[src/rtl/lock_seq_ctrl_if.sv]
// Key-side and display/LED-side signals of the keypad lock sequencer.
// master: keypad encoder / display side; slave: the sequencer itself.
interface lock_seq_ctrl_if #(
  parameter int DW = 8
) ();
  logic          key_vld;
  logic [1:0]    key_sym;
  logic          clr;
  logic          chg;
  logic [DW-1:0] entry;
  logic [3:0]    cnt;
  logic [DW-1:0] code;
  logic          pass;
  logic          fail;
  logic          locked;
  logic          chg_mode;
  logic [1:0]    tries;

  modport master (
    output key_vld, key_sym, clr, chg,
    input  entry, cnt, code, pass, fail, locked, chg_mode, tries
  );

  modport slave (
    input  key_vld, key_sym, clr, chg,
    output entry, cnt, code, pass, fail, locked, chg_mode, tries
  );
endinterface

[src/rtl/lock_seq_ctrl.sv]
// Keypad password lock sequencer: assembles 2-bit symbols into an attempt,
// checks it against the stored code, counts failures, enforces a timed
// lockout and runs the verified code-change procedure.
module lock_seq_ctrl #(
  parameter int DW       = 8,
  parameter int MAX_TRY  = 3,
  parameter int LOCK_CYC = 16,
  parameter int HOLD_CYC = 8
) (
  input  logic           clk,
  input  logic           rst,
  lock_seq_ctrl_if.slave bus
);

  localparam int TMAX = (LOCK_CYC > HOLD_CYC) ? LOCK_CYC : HOLD_CYC;
  localparam int TW   = $clog2(TMAX) + 1;

  localparam logic [3:0]    HALF    = 4'(DW / 2);
  localparam logic [TW-1:0] HOLD_LD = TW'(HOLD_CYC - 1);
  localparam logic [TW-1:0] LOCK_LD = TW'(LOCK_CYC - 1);

  localparam logic [2:0] S_IDLE      = 3'd0;
  localparam logic [2:0] S_ENTRY     = 3'd1;
  localparam logic [2:0] S_CHECK     = 3'd2;
  localparam logic [2:0] S_HOLD_P    = 3'd3;
  localparam logic [2:0] S_HOLD_F    = 3'd4;
  localparam logic [2:0] S_LOCK      = 3'd5;
  localparam logic [2:0] S_NEW_ENTRY = 3'd6;

  logic [2:0]    state_q, state_d;
  logic [DW-1:0] entry_q, entry_d;
  logic [3:0]    cnt_q, cnt_d;
  logic [DW-1:0] code_q, code_d;
  logic          pass_q, pass_d;
  logic          fail_q, fail_d;
  logic          locked_q, locked_d;
  logic          chg_mode_q, chg_mode_d;
  logic [1:0]    tries_q, tries_d;
  logic [TW-1:0] timer_q, timer_d;

  // Next-state and registered-output computation for the sequencer FSM.
  always_comb begin
    state_d    = state_q;
    entry_d    = entry_q;
    cnt_d      = cnt_q;
    code_d     = code_q;
    pass_d     = pass_q;
    fail_d     = fail_q;
    locked_d   = locked_q;
    chg_mode_d = chg_mode_q;
    tries_d    = tries_q;
    timer_d    = timer_q;
    case (state_q)
      S_IDLE: begin
        if (bus.key_vld) begin
          entry_d = {entry_q[DW-3:0], bus.key_sym};
          cnt_d   = 4'd1;
          state_d = S_ENTRY;
        end else if (bus.chg) begin
          chg_mode_d = 1'b1;
          state_d    = S_ENTRY;
        end
      end
      // Symbol collection is shared; only the action taken once the entry is
      // full differs (compare against code vs. commit as the new code).
      S_ENTRY, S_NEW_ENTRY: begin
        if (bus.clr) begin
          entry_d    = '0;
          cnt_d      = '0;
          chg_mode_d = 1'b0;
          state_d    = S_IDLE;
        end else if (cnt_q == HALF) begin
          if (state_q == S_ENTRY) begin
            state_d = S_CHECK;
          end else begin
            code_d     = entry_q;
            chg_mode_d = 1'b0;
            pass_d     = 1'b1;
            timer_d    = HOLD_LD;
            state_d    = S_HOLD_P;
          end
        end else if (bus.key_vld) begin
          entry_d = {entry_q[DW-3:0], bus.key_sym};
          cnt_d   = cnt_q + 4'd1;
        end
      end
      S_CHECK: begin
        if (entry_q == code_q) begin
          if (chg_mode_q) begin
            entry_d = '0;
            cnt_d   = '0;
            state_d = S_NEW_ENTRY;
          end else begin
            tries_d = '0;
            pass_d  = 1'b1;
            timer_d = HOLD_LD;
            state_d = S_HOLD_P;
          end
        end else begin
          chg_mode_d = 1'b0;
          if (int'(tries_q) + 1 < MAX_TRY) begin
            tries_d = tries_q + 2'd1;
            fail_d  = 1'b1;
            timer_d = HOLD_LD;
            state_d = S_HOLD_F;
          end else begin
            entry_d  = '0;
            cnt_d    = '0;
            locked_d = 1'b1;
            fail_d   = 1'b1;
            timer_d  = LOCK_LD;
            state_d  = S_LOCK;
          end
        end
      end
      S_HOLD_P: begin
        if (timer_q == '0) begin
          pass_d     = 1'b0;
          entry_d    = '0;
          cnt_d      = '0;
          chg_mode_d = 1'b0;
          state_d    = S_IDLE;
        end else begin
          timer_d = timer_q - TW'(1);
        end
      end
      S_HOLD_F: begin
        if (timer_q == '0) begin
          fail_d  = 1'b0;
          entry_d = '0;
          cnt_d   = '0;
          state_d = S_IDLE;
        end else begin
          timer_d = timer_q - TW'(1);
        end
      end
      S_LOCK: begin
        if (timer_q == '0) begin
          locked_d = 1'b0;
          fail_d   = 1'b0;
          tries_d  = '0;
          entry_d  = '0;
          cnt_d    = '0;
          state_d  = S_IDLE;
        end else begin
          timer_d = timer_q - TW'(1);
        end
      end
      default: state_d = S_IDLE;
    endcase
  end

  // State and output registers with synchronous reset.
  always_ff @(posedge clk) begin
    if (rst) begin
      state_q    <= S_IDLE;
      entry_q    <= '0;
      cnt_q      <= '0;
      code_q     <= '1;
      pass_q     <= 1'b0;
      fail_q     <= 1'b0;
      locked_q   <= 1'b0;
      chg_mode_q <= 1'b0;
      tries_q    <= '0;
      timer_q    <= '0;
    end else begin
      state_q    <= state_d;
      entry_q    <= entry_d;
      cnt_q      <= cnt_d;
      code_q     <= code_d;
      pass_q     <= pass_d;
      fail_q     <= fail_d;
      locked_q   <= locked_d;
      chg_mode_q <= chg_mode_d;
      tries_q    <= tries_d;
      timer_q    <= timer_d;
    end
  end

  assign bus.entry    = entry_q;
  assign bus.cnt      = cnt_q;
  assign bus.code     = code_q;
  assign bus.pass     = pass_q;
  assign bus.fail     = fail_q;
  assign bus.locked   = locked_q;
  assign bus.chg_mode = chg_mode_q;
  assign bus.tries    = tries_q;

endmodule

[src/flat_wrapper.sv]
// flat-port wrapper written by rule: the top's interface ports become plain ports
module lock_seq_ctrl_flat 
#(
  parameter int DW       = 8,
  parameter int MAX_TRY  = 3,
  parameter int LOCK_CYC = 16,
  parameter int HOLD_CYC = 8
)
  (clk, rst, bus_key_vld, bus_key_sym, bus_clr, bus_chg, bus_entry, bus_cnt, bus_code, bus_pass, bus_fail, bus_locked, bus_chg_mode, bus_tries);
  lock_seq_ctrl_if #(.DW(DW)) bus_i ();
  input  logic clk;
  input  logic rst;
  input wire logic [$bits(bus_i.key_vld)-1:0] bus_key_vld;
  input wire logic [$bits(bus_i.key_sym)-1:0] bus_key_sym;
  input wire logic [$bits(bus_i.clr)-1:0] bus_clr;
  input wire logic [$bits(bus_i.chg)-1:0] bus_chg;
  output wire logic [$bits(bus_i.entry)-1:0] bus_entry;
  output wire logic [$bits(bus_i.cnt)-1:0] bus_cnt;
  output wire logic [$bits(bus_i.code)-1:0] bus_code;
  output wire logic [$bits(bus_i.pass)-1:0] bus_pass;
  output wire logic [$bits(bus_i.fail)-1:0] bus_fail;
  output wire logic [$bits(bus_i.locked)-1:0] bus_locked;
  output wire logic [$bits(bus_i.chg_mode)-1:0] bus_chg_mode;
  output wire logic [$bits(bus_i.tries)-1:0] bus_tries;
  assign bus_i.key_vld = bus_key_vld;
  assign bus_i.key_sym = bus_key_sym;
  assign bus_i.clr = bus_clr;
  assign bus_i.chg = bus_chg;
  assign bus_entry = bus_i.entry;
  assign bus_cnt = bus_i.cnt;
  assign bus_code = bus_i.code;
  assign bus_pass = bus_i.pass;
  assign bus_fail = bus_i.fail;
  assign bus_locked = bus_i.locked;
  assign bus_chg_mode = bus_i.chg_mode;
  assign bus_tries = bus_i.tries;
  lock_seq_ctrl #(.DW(DW), .MAX_TRY(MAX_TRY), .LOCK_CYC(LOCK_CYC), .HOLD_CYC(HOLD_CYC)) u_core (.clk(clk), .rst(rst), .bus(bus_i));
endmodule
[config.mk]
export PLATFORM = sky130hd
export DESIGN_NAME = lock_seq_ctrl_flat
export DESIGN_NICKNAME = d
export VERILOG_FILES = /design/src/rtl/lock_seq_ctrl_if.sv /design/src/rtl/lock_seq_ctrl.sv /design/src/flat_wrapper.sv
export SDC_FILE = /design/constraint.sdc
export NUM_CORES = 1
export LEC_CHECK = 0
export CAP_MARGIN = 20
export CELL_PAD_IN_SITES_DETAIL_PLACEMENT = 0
export CELL_PAD_IN_SITES_GLOBAL_PLACEMENT = 1
export CORE_MARGIN = 2
export CORE_UTILIZATION = 38
export CTS_CLUSTER_DIAMETER = 100
export DETAILED_ROUTE_END_ITERATION = 12
export HOLD_SLACK_MARGIN = 0.08
export PLACE_DENSITY = 0.82
export RECOVER_POWER = 100
export SLEW_MARGIN = 20
export SYNTH_ARGS = -nofsm -noshare
export SYNTH_HDL_FRONTEND = slang
export SYNTH_SLANG_ARGS = --single-unit
[constraint.sdc]
create_clock -name clk -period 3.01 [get_ports clk]
set_clock_uncertainty 0.15 [all_clocks]
set_input_delay 0.301 -clock clk [delete_from_list [all_inputs] [get_ports clk]]
set_output_delay 0.301 -clock clk [all_outputs]
set_load 0.01 [all_outputs]
==> flow_summary.yaml <==
outcome:
  result_of_the_run: "finished clean"
finish:
  layout.cells.most_common: "sky130_fd_sc_hd__dfxtp_1"
  final_design_area_no_fill_sq_um: 2460
  area.growth.synth_to_final_pct: 26.8
  layout_common_cells: "34 x sky130_fd_sc_hd__dfxtp_1, 26 x sky130_fd_sc_hd__dlygate4sd3_1, 24 x sky130_fd_sc_hd__nor2_1"
  antenna-diode-count: 0
  finish.cell_count_without_fillers: 335
  nets: 281
  final_layout_size_suffix_gt1_frac: 0.0821
power_and_ir_drop:
  peakVddDrop_v: 0.000316
  switching_share: 0.324
  combPwrFrac: 0.267
  power.total_uw: 1310
  power_report.internal_total_uw: 887
  power.switching_uw: 425
  power.density_cell_area_nw_per_um2: 534
  cellLeakagePower_uw: 0.000973
  power.clock.fraction: 0.331
  seqPwrFrac: 0.402
clocking:
  ctsHtreeMaxLevel: 2
  cts_setup_buffers: 0
  clk_transition_reported_paths_ns: 0.08
  cts_hold_repair.buffers: 0
  worstSkewPairLatency_ns: 0.30
  cts_tree: "done"
  cts_num_sinks: 34
  cts-root-to-sink-buffers: 2
  post_cts.resized_instances: 0
  numCtsBuffers: 5
  clock-root-buffer: "sky130_fd_sc_hd__clkbuf_8"
run:
  cap_viol_max_count: 0
synthesis:
  postSynth.topFlopCell: "sky130_fd_sc_hd__dfxtp_1"
  post_synth_instance_area_sq_um: 1940
  synth_fp_nets: 244
  share_of_synthesized_area_occupied_by_flip_flops_and_latches: 0.351
  synth_top_cell_area_share: 0.351
  synth_cells: 230
  avg_synthesized_cell_area_sq_um: 8.43
  ys_async_sr_fraction: 0
  synth.top_cells.by_area: "sky130_fd_sc_hd__dfxtp_1 35%, sky130_fd_sc_hd__nand3_1 4.9%, sky130_fd_sc_hd__nor2_1 4.6%"
  synthDominantAreaCellType: "sky130_fd_sc_hd__dfxtp_1"
  ys.warnings.count: 0
  cell_variety_after_synth: 50
  synth_seq_cells: 34
  synth_edf_count: 0
drt:
  drt-vias-per-instance: 5.38
  vias: 1801
  antenna_violation_net_count_after_detailed_routing: 0
  drt-pass1-iter-count: 4
  finalWirelength_um: 4790
  remaining_drc_errors: 0
  routedWlPerCell_um: 14.3
  first_iter_violations: 127
timing:
  final_hold_viol_count: 0
  rsz0062_at_grt: "false"
  fin_crit_sh: 0.884
  worst_pin_slew_ns: 0.546
  number_of_pins_exceeding_their_max_slew_limit_in_the_final_report: 0
  final-setup-viol-count: 0
  slew_headroom: 0.634
  finalCriticalPeriod_ns: 2.66
  fmax_mhz: 376
  totalNegativeSetupSlack_ns: 0
  worst_hold_slack_ns: 0.344
global_routing:
  grt_max_degree: 20
  antenna_violations_before_repair: 0
  grt_overflow: 0
  number_of_global_route_vias_before_repair: 1623
  grt_pass1_wl_um: 7920
  grtUsageTotal: 0.183
worst_hold_path:
  min_path_type: "reg2reg"
die:
  ioPinCount: 33
  die_h_um: 75.4
  floorplan.rows: 25
  initial_core_util: 0.402
  die_w_um: 75.4
  floorplan.die_area_sq_um: 5690
  core_area_sq_um: 4820
placement:
  port_buffers: 32
  place.detailed.instances: 327
  place_area_sq_um: 2360
  dp.final_hpwl_um: 3460
  routability_congestion_estimate: 0.783
worst_setup_path:
  timing.critical_path.to_type: "flip-flop"
  cp_max_fo: 8
  cp_data_required_time_ns: 3.05
  path_class: "reg2reg"
  critical_path_arrival_ns: 2.70
  cp-start-kind: "flip-flop"
[area by class of cell]
type                            instances  area [sq um]
Fill cell                             499          2360
Tap cell                               67          83.8
Timing Repair Buffer                   41           380
Multi-Input combinational cell        175          1160
Sequential cell                        34           681
Clock buffer                            5          68.8
Inverter                               10          37.5
Clock inverter                          3          45.0
[power groups by stage]
stage | registers [uW] | logic (uW) | clock network (uW)
final | 527 | 351 | 434
after global routing | 533 | 391 | 457
after CTS | 528 | 368 | 436
after detailed placement | 538 | 366 | 0
after global placement | 539 | 366 | 0
after floorplan | 527 | 252 | 0
[per-layer routing]
metal,part of all wire,global-route usage
met5,0,0
met2,0.43,0.276
met4,0.012,0.0526
met1,0.51,0.261
met3,0.048,0.0410
[critical path, stage by stage, from the launching register on]
cell,delay [ns]
sky130_fd_sc_hd__dfxtp_1,0.34
sky130_fd_sc_hd__inv_1,0.08
sky130_fd_sc_hd__ha_1,0.16
sky130_fd_sc_hd__or4b_1,0.57
sky130_fd_sc_hd__o22ai_1,0.22
sky130_fd_sc_hd__a22oi_1,0.16
sky130_fd_sc_hd__nor4_4,0.43
sky130_fd_sc_hd__o21ai_0,0.16
sky130_fd_sc_hd__a32o_1,0.28
[state kept, by name, summed over array words and instances, names as in the netlist]
| register | flops |
|---|---|
| u_core.bus.tries | 2 |
| u_core.bus.entry | 8 |
| u_core.bus.locked | 1 |
| u_core.bus.pass | 1 |
| u_core.state_q | 3 |
| u_core.bus.cnt | 4 |
| u_core.timer_q | 5 |
| u_core.bus.fail | 1 |
| u_core.bus.code | 8 |
| u_core.bus.chg_mode | 1 |
[cells in the mapped netlist (all sizes together) (4+ instances only)]
cell type	number
o21ai	9
xnor2	9
nand2	14
nor3	6
nor2	24
a211oi	5
nand3	19
inv	10
nand2b	4
clkbuf	9
nor4b	5
a21oi	11
dfxtp	34
ha	7
nor2b	6
a22o	8
[stage by stage]
step | worst slack (ns) | utilization
after floorplan | 0.717 | -
after global placement | 0.374 | 0.491
after detailed placement | 0.306 | 0.491
after CTS | 0.482 | 0.514
after global routing | 0.145 | 0.510
final | 0.348 | 0.510
[path summary, 6_finish.rpt]
path                          start           endpoint  slack (ns)  depth (start not counted)
hold reg to reg     u_core.bus.fail    u_core.bus.fail        0.34                          2
setup / recovery  u_core.timer_q[0]  u_core.bus.cnt[2]        0.35                          8
setup reg to reg  u_core.timer_q[0]  u_core.bus.cnt[2]        0.35                          8
hold / removal      u_core.bus.fail    u_core.bus.fail        0.34                          2
[cells by family after synthesis]
| family | synth area share |
|---|---|
| simple gates | 0.282 |
| mux | 0.0174 |
| flops | 0.351 |
| xor+xnor | 0.0407 |
| fa+ha+maj | 0.0452 |
| buf+inv | 0.0433 |
| compound gates | 0.220 |
Power figures use the tool's default switching activity.
